File: src/rtl/vram_access_arbiter_pkg.sv
// Shared encodings for the VRAM access arbiter: clear FSM states and the
// per-cycle grant selection driving the RAM port mux.
package vram_access_arbiter_pkg;

  typedef enum logic {
    ST_IDLE  = 1'b0,
    ST_CLEAR = 1'b1
  } state_e;

  typedef enum logic [1:0] {
    GNT_NONE = 2'd0,
    GNT_DISP = 2'd1,
    GNT_CLR  = 2'd2,
    GNT_WR   = 2'd3
  } gnt_e;

endpackage

File: src/rtl/vram_access_arbiter_if.sv
// Requester/RAM-side bundle of the VRAM arbiter. slave = arbiter view,
// master = environment view (VGA timing, painter, RAM macro).
interface vram_access_arbiter_if #(
  parameter int ADDR_W = 16,
  parameter int DATA_W = 3
);
  logic              iDispReq;
  logic [ADDR_W-1:0] iDispAddr;
  logic [DATA_W-1:0] oDispData;
  logic              oDispValid;
  logic              iWrReq;
  logic [ADDR_W-1:0] iWrAddr;
  logic [DATA_W-1:0] iWrData;
  logic              oWrAck;
  logic              iClearStart;
  logic [DATA_W-1:0] iClearColor;
  logic              oClearBusy;
  logic              oClearDone;
  logic [ADDR_W-1:0] oRamAddr;
  logic              oRamWe;
  logic [DATA_W-1:0] oRamWData;
  logic [DATA_W-1:0] iRamRData;

  modport slave (
    input  iDispReq, iDispAddr, iWrReq, iWrAddr, iWrData,
           iClearStart, iClearColor, iRamRData,
    output oDispData, oDispValid, oWrAck, oClearBusy, oClearDone,
           oRamAddr, oRamWe, oRamWData
  );

  modport master (
    output iDispReq, iDispAddr, iWrReq, iWrAddr, iWrData,
           iClearStart, iClearColor, iRamRData,
    input  oDispData, oDispValid, oWrAck, oClearBusy, oClearDone,
           oRamAddr, oRamWe, oRamWData
  );
endinterface

File: src/rtl/vram_clear_counter.sv
// Address sweep counter for the clear engine: load-to-zero, count enable,
// terminal count at the all-ones address. Wraps naturally.
module vram_clear_counter #(
  parameter int ADDR_W = 16
) (
  input  logic              clk,
  input  logic              rst_n,
  input  logic              load_zero_i,
  input  logic              en_i,
  output logic [ADDR_W-1:0] count_o,
  output logic              tc_o
);

  logic [ADDR_W-1:0] cnt_q, cnt_d;

  always_comb begin
    cnt_d = cnt_q;
    if (load_zero_i)
      cnt_d = '0;
    else if (en_i)
      cnt_d = cnt_q + ADDR_W'(1);
  end

  always_ff @(posedge clk or negedge rst_n) begin
    if (!rst_n)
      cnt_q <= '0;
    else
      cnt_q <= cnt_d;
  end

  assign count_o = cnt_q;
  assign tc_o    = &cnt_q;

endmodule

File: src/rtl/vram_access_arbiter.sv
// Single-port VRAM arbiter: display reads > clear sweep > painter writes.
// All RAM-side outputs are registered; display data returns 3 cycles after request.
module vram_access_arbiter
  import vram_access_arbiter_pkg::*;
#(
  parameter int ADDR_W = 16,
  parameter int DATA_W = 3
) (
  input logic                  Clock,
  input logic                  Reset,
  vram_access_arbiter_if.slave bus
);

  state_e            state_q, state_d;
  logic [DATA_W-1:0] color_q, color_d;
  gnt_e              gnt;
  logic              clr_load, clr_en, clr_tc;
  logic [ADDR_W-1:0] clr_cnt;

  logic [ADDR_W-1:0] ram_addr_q;
  logic              ram_we_q;
  logic [DATA_W-1:0] ram_wdata_q;
  logic              wr_ack_q;
  logic              clr_done_q;
  logic              vld_p0_q, vld_p1_q, vld_p2_q;
  logic [DATA_W-1:0] disp_data_p2_q;

  // Grant and clear FSM next state
  always_comb begin
    state_d  = state_q;
    color_d  = color_q;
    clr_load = 1'b0;
    gnt      = GNT_NONE;

    if (bus.iDispReq)
      gnt = GNT_DISP;
    else if (state_q == ST_CLEAR)
      gnt = GNT_CLR;
    else if (bus.iWrReq && !wr_ack_q)
      gnt = GNT_WR;  // ack guard stops a held request writing twice

    case (state_q)
      ST_IDLE: begin
        if (bus.iClearStart) begin
          state_d  = ST_CLEAR;
          color_d  = bus.iClearColor;
          clr_load = 1'b1;
        end
      end
      ST_CLEAR: begin
        if (gnt == GNT_CLR && clr_tc)
          state_d = ST_IDLE;
      end
      default: state_d = ST_IDLE;
    endcase
  end

  assign clr_en = (gnt == GNT_CLR);

  vram_clear_counter #(.ADDR_W(ADDR_W)) u_clr_cnt (
    .clk         (Clock),
    .rst_n       (Reset),
    .load_zero_i (clr_load),
    .en_i        (clr_en),
    .count_o     (clr_cnt),
    .tc_o        (clr_tc)
  );

  always_ff @(posedge Clock or negedge Reset) begin
    if (!Reset) begin
      state_q <= ST_IDLE;
      color_q <= '0;
    end else begin
      state_q <= state_d;
      color_q <= color_d;
    end
  end

  // RAM port registers: idle cycles hold the address with write disabled
  always_ff @(posedge Clock or negedge Reset) begin
    if (!Reset) begin
      ram_addr_q  <= '0;
      ram_we_q    <= 1'b0;
      ram_wdata_q <= '0;
      wr_ack_q    <= 1'b0;
      clr_done_q  <= 1'b0;
    end else begin
      ram_we_q   <= 1'b0;
      wr_ack_q   <= 1'b0;
      clr_done_q <= 1'b0;
      case (gnt)
        GNT_DISP: ram_addr_q <= bus.iDispAddr;
        GNT_CLR: begin
          ram_addr_q  <= clr_cnt;
          ram_we_q    <= 1'b1;
          ram_wdata_q <= color_q;
          clr_done_q  <= clr_tc;
        end
        GNT_WR: begin
          ram_addr_q  <= bus.iWrAddr;
          ram_we_q    <= 1'b1;
          ram_wdata_q <= bus.iWrData;
          wr_ack_q    <= 1'b1;
        end
        default: ;
      endcase
    end
  end

  // Display return path: p0 address out, p1 RAM read, p2 data registered
  always_ff @(posedge Clock or negedge Reset) begin
    if (!Reset) begin
      vld_p0_q       <= 1'b0;
      vld_p1_q       <= 1'b0;
      vld_p2_q       <= 1'b0;
      disp_data_p2_q <= '0;
    end else begin
      vld_p0_q <= bus.iDispReq;
      vld_p1_q <= vld_p0_q;
      vld_p2_q <= vld_p1_q;
      if (vld_p1_q)
        disp_data_p2_q <= bus.iRamRData;
    end
  end

  assign bus.oRamAddr   = ram_addr_q;
  assign bus.oRamWe     = ram_we_q;
  assign bus.oRamWData  = ram_wdata_q;
  assign bus.oWrAck     = wr_ack_q;
  assign bus.oClearDone = clr_done_q;
  assign bus.oClearBusy = (state_q == ST_CLEAR);
  assign bus.oDispValid = vld_p2_q;
  assign bus.oDispData  = disp_data_p2_q;

endmodule

File: src/flat_wrapper.sv
// flat-port wrapper written by rule: the top's interface ports become plain ports
module vram_access_arbiter_flat import vram_access_arbiter_pkg::*;
#(
  parameter int ADDR_W = 16,
  parameter int DATA_W = 3
)
  (Clock, Reset, bus_iDispReq, bus_iDispAddr, bus_iWrReq, bus_iWrAddr, bus_iWrData, bus_iClearStart, bus_iClearColor, bus_iRamRData, bus_oDispData, bus_oDispValid, bus_oWrAck, bus_oClearBusy, bus_oClearDone, bus_oRamAddr, bus_oRamWe, bus_oRamWData);
  vram_access_arbiter_if #(.ADDR_W(ADDR_W), .DATA_W(DATA_W)) bus_i ();
  input logic Clock;
  input logic Reset;
  input wire logic [$bits(bus_i.iDispReq)-1:0] bus_iDispReq;
  input wire logic [$bits(bus_i.iDispAddr)-1:0] bus_iDispAddr;
  input wire logic [$bits(bus_i.iWrReq)-1:0] bus_iWrReq;
  input wire logic [$bits(bus_i.iWrAddr)-1:0] bus_iWrAddr;
  input wire logic [$bits(bus_i.iWrData)-1:0] bus_iWrData;
  input wire logic [$bits(bus_i.iClearStart)-1:0] bus_iClearStart;
  input wire logic [$bits(bus_i.iClearColor)-1:0] bus_iClearColor;
  input wire logic [$bits(bus_i.iRamRData)-1:0] bus_iRamRData;
  output wire logic [$bits(bus_i.oDispData)-1:0] bus_oDispData;
  output wire logic [$bits(bus_i.oDispValid)-1:0] bus_oDispValid;
  output wire logic [$bits(bus_i.oWrAck)-1:0] bus_oWrAck;
  output wire logic [$bits(bus_i.oClearBusy)-1:0] bus_oClearBusy;
  output wire logic [$bits(bus_i.oClearDone)-1:0] bus_oClearDone;
  output wire logic [$bits(bus_i.oRamAddr)-1:0] bus_oRamAddr;
  output wire logic [$bits(bus_i.oRamWe)-1:0] bus_oRamWe;
  output wire logic [$bits(bus_i.oRamWData)-1:0] bus_oRamWData;
  assign bus_i.iDispReq = bus_iDispReq;
  assign bus_i.iDispAddr = bus_iDispAddr;
  assign bus_i.iWrReq = bus_iWrReq;
  assign bus_i.iWrAddr = bus_iWrAddr;
  assign bus_i.iWrData = bus_iWrData;
  assign bus_i.iClearStart = bus_iClearStart;
  assign bus_i.iClearColor = bus_iClearColor;
  assign bus_i.iRamRData = bus_iRamRData;
  assign bus_oDispData = bus_i.oDispData;
  assign bus_oDispValid = bus_i.oDispValid;
  assign bus_oWrAck = bus_i.oWrAck;
  assign bus_oClearBusy = bus_i.oClearBusy;
  assign bus_oClearDone = bus_i.oClearDone;
  assign bus_oRamAddr = bus_i.oRamAddr;
  assign bus_oRamWe = bus_i.oRamWe;
  assign bus_oRamWData = bus_i.oRamWData;
  vram_access_arbiter #(.ADDR_W(ADDR_W), .DATA_W(DATA_W)) u_core (.Clock(Clock), .Reset(Reset), .bus(bus_i));
endmodule
File: config.mk
export PLATFORM = sky130hd
export DESIGN_NAME = vram_access_arbiter_flat
export DESIGN_NICKNAME = d
export VERILOG_FILES = /design/src/rtl/vram_access_arbiter_pkg.sv /design/src/rtl/vram_access_arbiter_if.sv /design/src/rtl/vram_clear_counter.sv /design/src/rtl/vram_access_arbiter.sv /design/src/flat_wrapper.sv
export SDC_FILE = /design/constraint.sdc
export NUM_CORES = 1
export LEC_CHECK = 0
export CORE_MARGIN = 2
export CORE_UTILIZATION = 25
export CTS_CLUSTER_SIZE = 14
export DETAILED_ROUTE_END_ITERATION = 16
export GPL_ROUTABILITY_DRIVEN = 0
export HOLD_SLACK_MARGIN = 0.05
export SLEW_MARGIN = 20
export SYNTH_ARGS = -nofsm -noshare
export SYNTH_HDL_FRONTEND = slang
export SYNTH_SLANG_ARGS = --single-unit
File: constraint.sdc
create_clock -name Clock -period 1.6 [get_ports Clock]
set_input_delay 0.16 -clock Clock [delete_from_list [all_inputs] [get_ports Clock]]
set_output_delay 0.16 -clock Clock [all_outputs]
set_load 0.01 [all_outputs]
==> metrics.md <==
| Metric | Value |
|---|---|
| Startpoint type of the worst setup path | flop |
| Share of the synthesized area in the top cell type | about 52% |
| Remaining global-route overflow | 0 |
| Aggregate global-route resource usage | between 10 and 15% |
| Instance area after placement | ~3200 sq um |
| Pwr Total | between 3000 and 4000 uW |
| R2r setup slk | 0.07 ns |
| Most common flop cell mapped by yosys | dfrtp_1 |
| Drt drc | 0 |
| Number of input and output port buffers inserted | slightly above 70 |
| Unrepaired setup endpoints after global routing | true |
| Register clock-pin slew on the reported worst setup and hold paths | about 0.090 ns |
| P&R area growth vs syn | 45.51% |
| Final core utilization | 37.02% |
| Width of the die | around 100 um |
| Final Hold Fails | 0 |
| Post-Syn Area | between 2000 and 2500 sq um |
| Cell taking the most area after synthesis | dfrtp_1 |
| Pin count of the biggest net entering global routing | about 50 |
| DP HPWL | ~4700 um |
| Crit path buf inv count | 2 |
| Type of the most critical hold path | flop to flop |
| Final cycle utilization of the critical path | between 90% and 100% |
| Cell types occupying the most area after synthesis | dfrtp_1 (52%), nor2_1 (8.4%), a221oi_1 (5.6%), a21oi_1 (4.1%), nand2_1 (3.2%) |
| Syn. warnings | 0 |
| Clock latency on the worst-skew pair | roughly 0.3 ns |
| Worst path setup slack after routing | 0.05925 ns |
| Final std cells w/o fill | 444 |
| Leading cell types by count after synthesis | nor2_1 (52), dfrtp_1 (48), nand2_1 (20) |
| Final routed wire length divided by cell count | between 10 and 15 um |
| Most common cell in the synthesized netlist | nor2_1 |
| Clock Root Buffer | clkbuf_8 |
| Router iterations before antenna repair | 4 |
| Final critical path time including I/O delays and setup | roughly 1.5 ns |
| Worst-path fanout max | 16 |
| Worst Path Arrival | around 1.4 ns |
| Initial antenna violation count | 0 |
| Average size of a mapped cell | about 9.3 sq um |
| Status | completed |
| Highest achievable clock rate | ~650 MHz |
| Final-report setup violation count | 0 |
| Number of sinks driven by the clock tree | 48 |
| Number of instances in the synthesized netlist | between 200 and 300 |
| Post-route antenna net violation count | 0 |
| Biggest cell delay along the critical path | between 0.5 and 0.6 ns |
| Worst slew slack as a fraction of its limit | about 73% |
| Total instance count after detailed placement | approximately 430 |
| Core area | between 9000 and 10000 sq um |
| Final Slew Violations | 0 |
| Share of cells above drive strength 1 | between 10% and 20% |
| Via Count | ~2100 |
| Max capacitance violation total | 0 |
| Power per standard cell area | around 950 nW/um^2 |
| TritonCTS Buffers | 5 |
| Post-layout instance area | ~3400 sq um |
| First-pass GRT wire length | 10020 um |
| Share of flip-flops with an asynchronous set or reset after synthesis | 100.0% |
| Post-Synthesis Net Count | about 300 |
| Slowest-stage cell, CP | clkdlybuf4s50_1 |
| Worst setup slack before clock tree synthesis | -0.1242 ns |
| Post-synthesis register bit count | between 40 and 50 |
| Sequential fraction of the synthesis area | between 50% and 60% |
| Overall die area | ~10000 sq um |
| Starting Density | approximately 25% |
| Largest delay contributor family on the critical path | buffers and inverters |
| Number of enable flip-flop cells after synthesis | 0 |
| Lkg Pwr | approximately 0.0015 uW |
| Type of the worst setup path | flop to output pin |
| Layout Nets | 379 |
| Standard-cell row count | 35 |
| Maximum count of clock buffers along a single path | 2 |
| Die Y-Extent | between 100 and 150 um |
| Setup clock skew after layout | ~0.0057 ns |
| DR iter-0 viols | roughly 120 |
| Data required, critical path | around 1.4 ns |
| Ordered cell list for the critical path | buf_6 -> clkdlybuf4s50_1 |
| Number of unique standard cell types used by synthesis | 38 |
| Drt via density | ~4.7 |
| H-tree levels | 2 |
| Clock tree from TritonCTS | built |
| Worst voltage drop across the vdd grid | between 0.3 and 0.4 mV |
| Vias in the first global route | about 2000 |
| Worst Tran Pin Value | slightly above 0.4 ns |
| Antenna Cells | 0 |
| Ports | 73 |
| Aggregate routed wire length | 6191 um |
| Critical Path Sink Type | output pin |
## cells by family after synthesis
| kind of cell | Yosys count | share of synthesized area [%] |
|---|---|---|
| adder cells (fa/ha/maj) | 1 | 0.5373 |
| XOR/XNOR | 4 | 1.504 |
| buffers and inverters | 35 | 6.663 |
| multiplexers | 9 | 4.137 |
| flip-flops | 48 | 51.59 |
| AND/OR/NAND/NOR | 98 | 19.83 |
| AO/OA/AOI/OAI | 55 | 15.74 |
## layout make-up
| class | instances | area (sq um) |
|---|---|---|
| clock buffers | 5 | 68.82 |
| inverters | 16 | 60.06 |
| multi-input cells | 167 | 977.2 |
| clock inverters | 3 | 42.54 |
| repair buffers | 94 | 899.6 |
| flip-flops and latches | 48 | 1201 |
| well taps | 111 | 138.9 |
| fillers | 910 | 5764 |
## sequential cells by signal (all words and copies together) (netlist names)
name / count
u_core.bus.oWrAck: 1
u_core.bus.oClearDone: 1
u_core.bus.oRamWData: 3
u_core.u_clr_cnt.count_o: 16
u_core.bus.oClearBusy: 1
u_core.color_q: 3
u_core.vld_p1_q: 1
u_core.bus.oRamAddr: 16
u_core.bus.oDispValid: 1
u_core.bus.oDispData: 3
u_core.vld_p0_q: 1
u_core.bus.oRamWe: 1
## worst register-to-register path: cells and delay by family, from the launching register on
kind | cells | cell delay, ns
flip-flops | 1 | 0.39
AO/OA/AOI/OAI | 2 | 0.37
buffers and inverters | 2 | 0.26
AND/OR/NAND/NOR | 2 | 0.44
## power breakdown
| part | switching, uW | internal [uW] |
|---|---|---|
| logic | 365 | 459 |
| clock network | 410 | 463 |
| registers | 141 | 1380 |
## cell usage in the layout, fill, tap and decap left out, types with 2 or more instances in the layout
master and count:
nand3_1 4, inv_1 16, o21ai_0 7, xnor2_1 4
o211ai_1 2, clkbuf_8 5, mux2_2 5, dfrtp_1 48
mux2i_1 4, buf_4 19, a22oi_1 6, a221oi_1 15
nor2b_1 2, nor2_1 52, nand4_1 6, o31ai_1 2
and4b_2 2, clkdlybuf4s50_1 71, or3_1 2, nand2_1 20
a21oi_1 19
## path summary, 6_finish.rpt
path / end / depth (start not counted) / startpoint
setup / recovery: bus_oClearBusy / 2 / u_core.bus.oClearBusy
hold / removal: u_core.vld_p1_q / 0 / u_core.vld_p0_q
setup reg to reg: u_core.u_clr_cnt.count_o[13] / 6 / u_core.u_clr_cnt.count_o[1]
hold reg to reg: u_core.vld_p1_q / 0 / u_core.vld_p0_q
max in group asynchronous: u_core.u_clr_cnt.count_o[13] / 3 / Reset
min in group asynchronous: u_core.bus.oRamAddr[12] / 3 / Reset
## per-layer routing
layer | part of all wire [%] | routed length [um] | track usage, %
met3 | 4.5 | 279 | 2.219
met4 | 1.7 | 108 | 4.636
met2 | 51 | 3132 | 20.86
met5 | 0 | 0 | 0
met1 | 43 | 2670 | 16.59
## through the flow
stage,TNS [ns],hold slack [ns]
floorplan,0,-0.1356
global placement,-0.1258,0.1673
detailed placement,-0.8105,0.1699
CTS,0,0.3605
global route,-0.05006,0.3867
finish,0,0.3581
## timing repair
action,CTS,global route
hold buffers,1,0
buffers inserted,4,3
endpoints found under the hold margin,48,0
gates resized for setup,1,3
setup endpoints to repair,2,4
pin swaps,1,4
(Power assumes the default switching activity.)
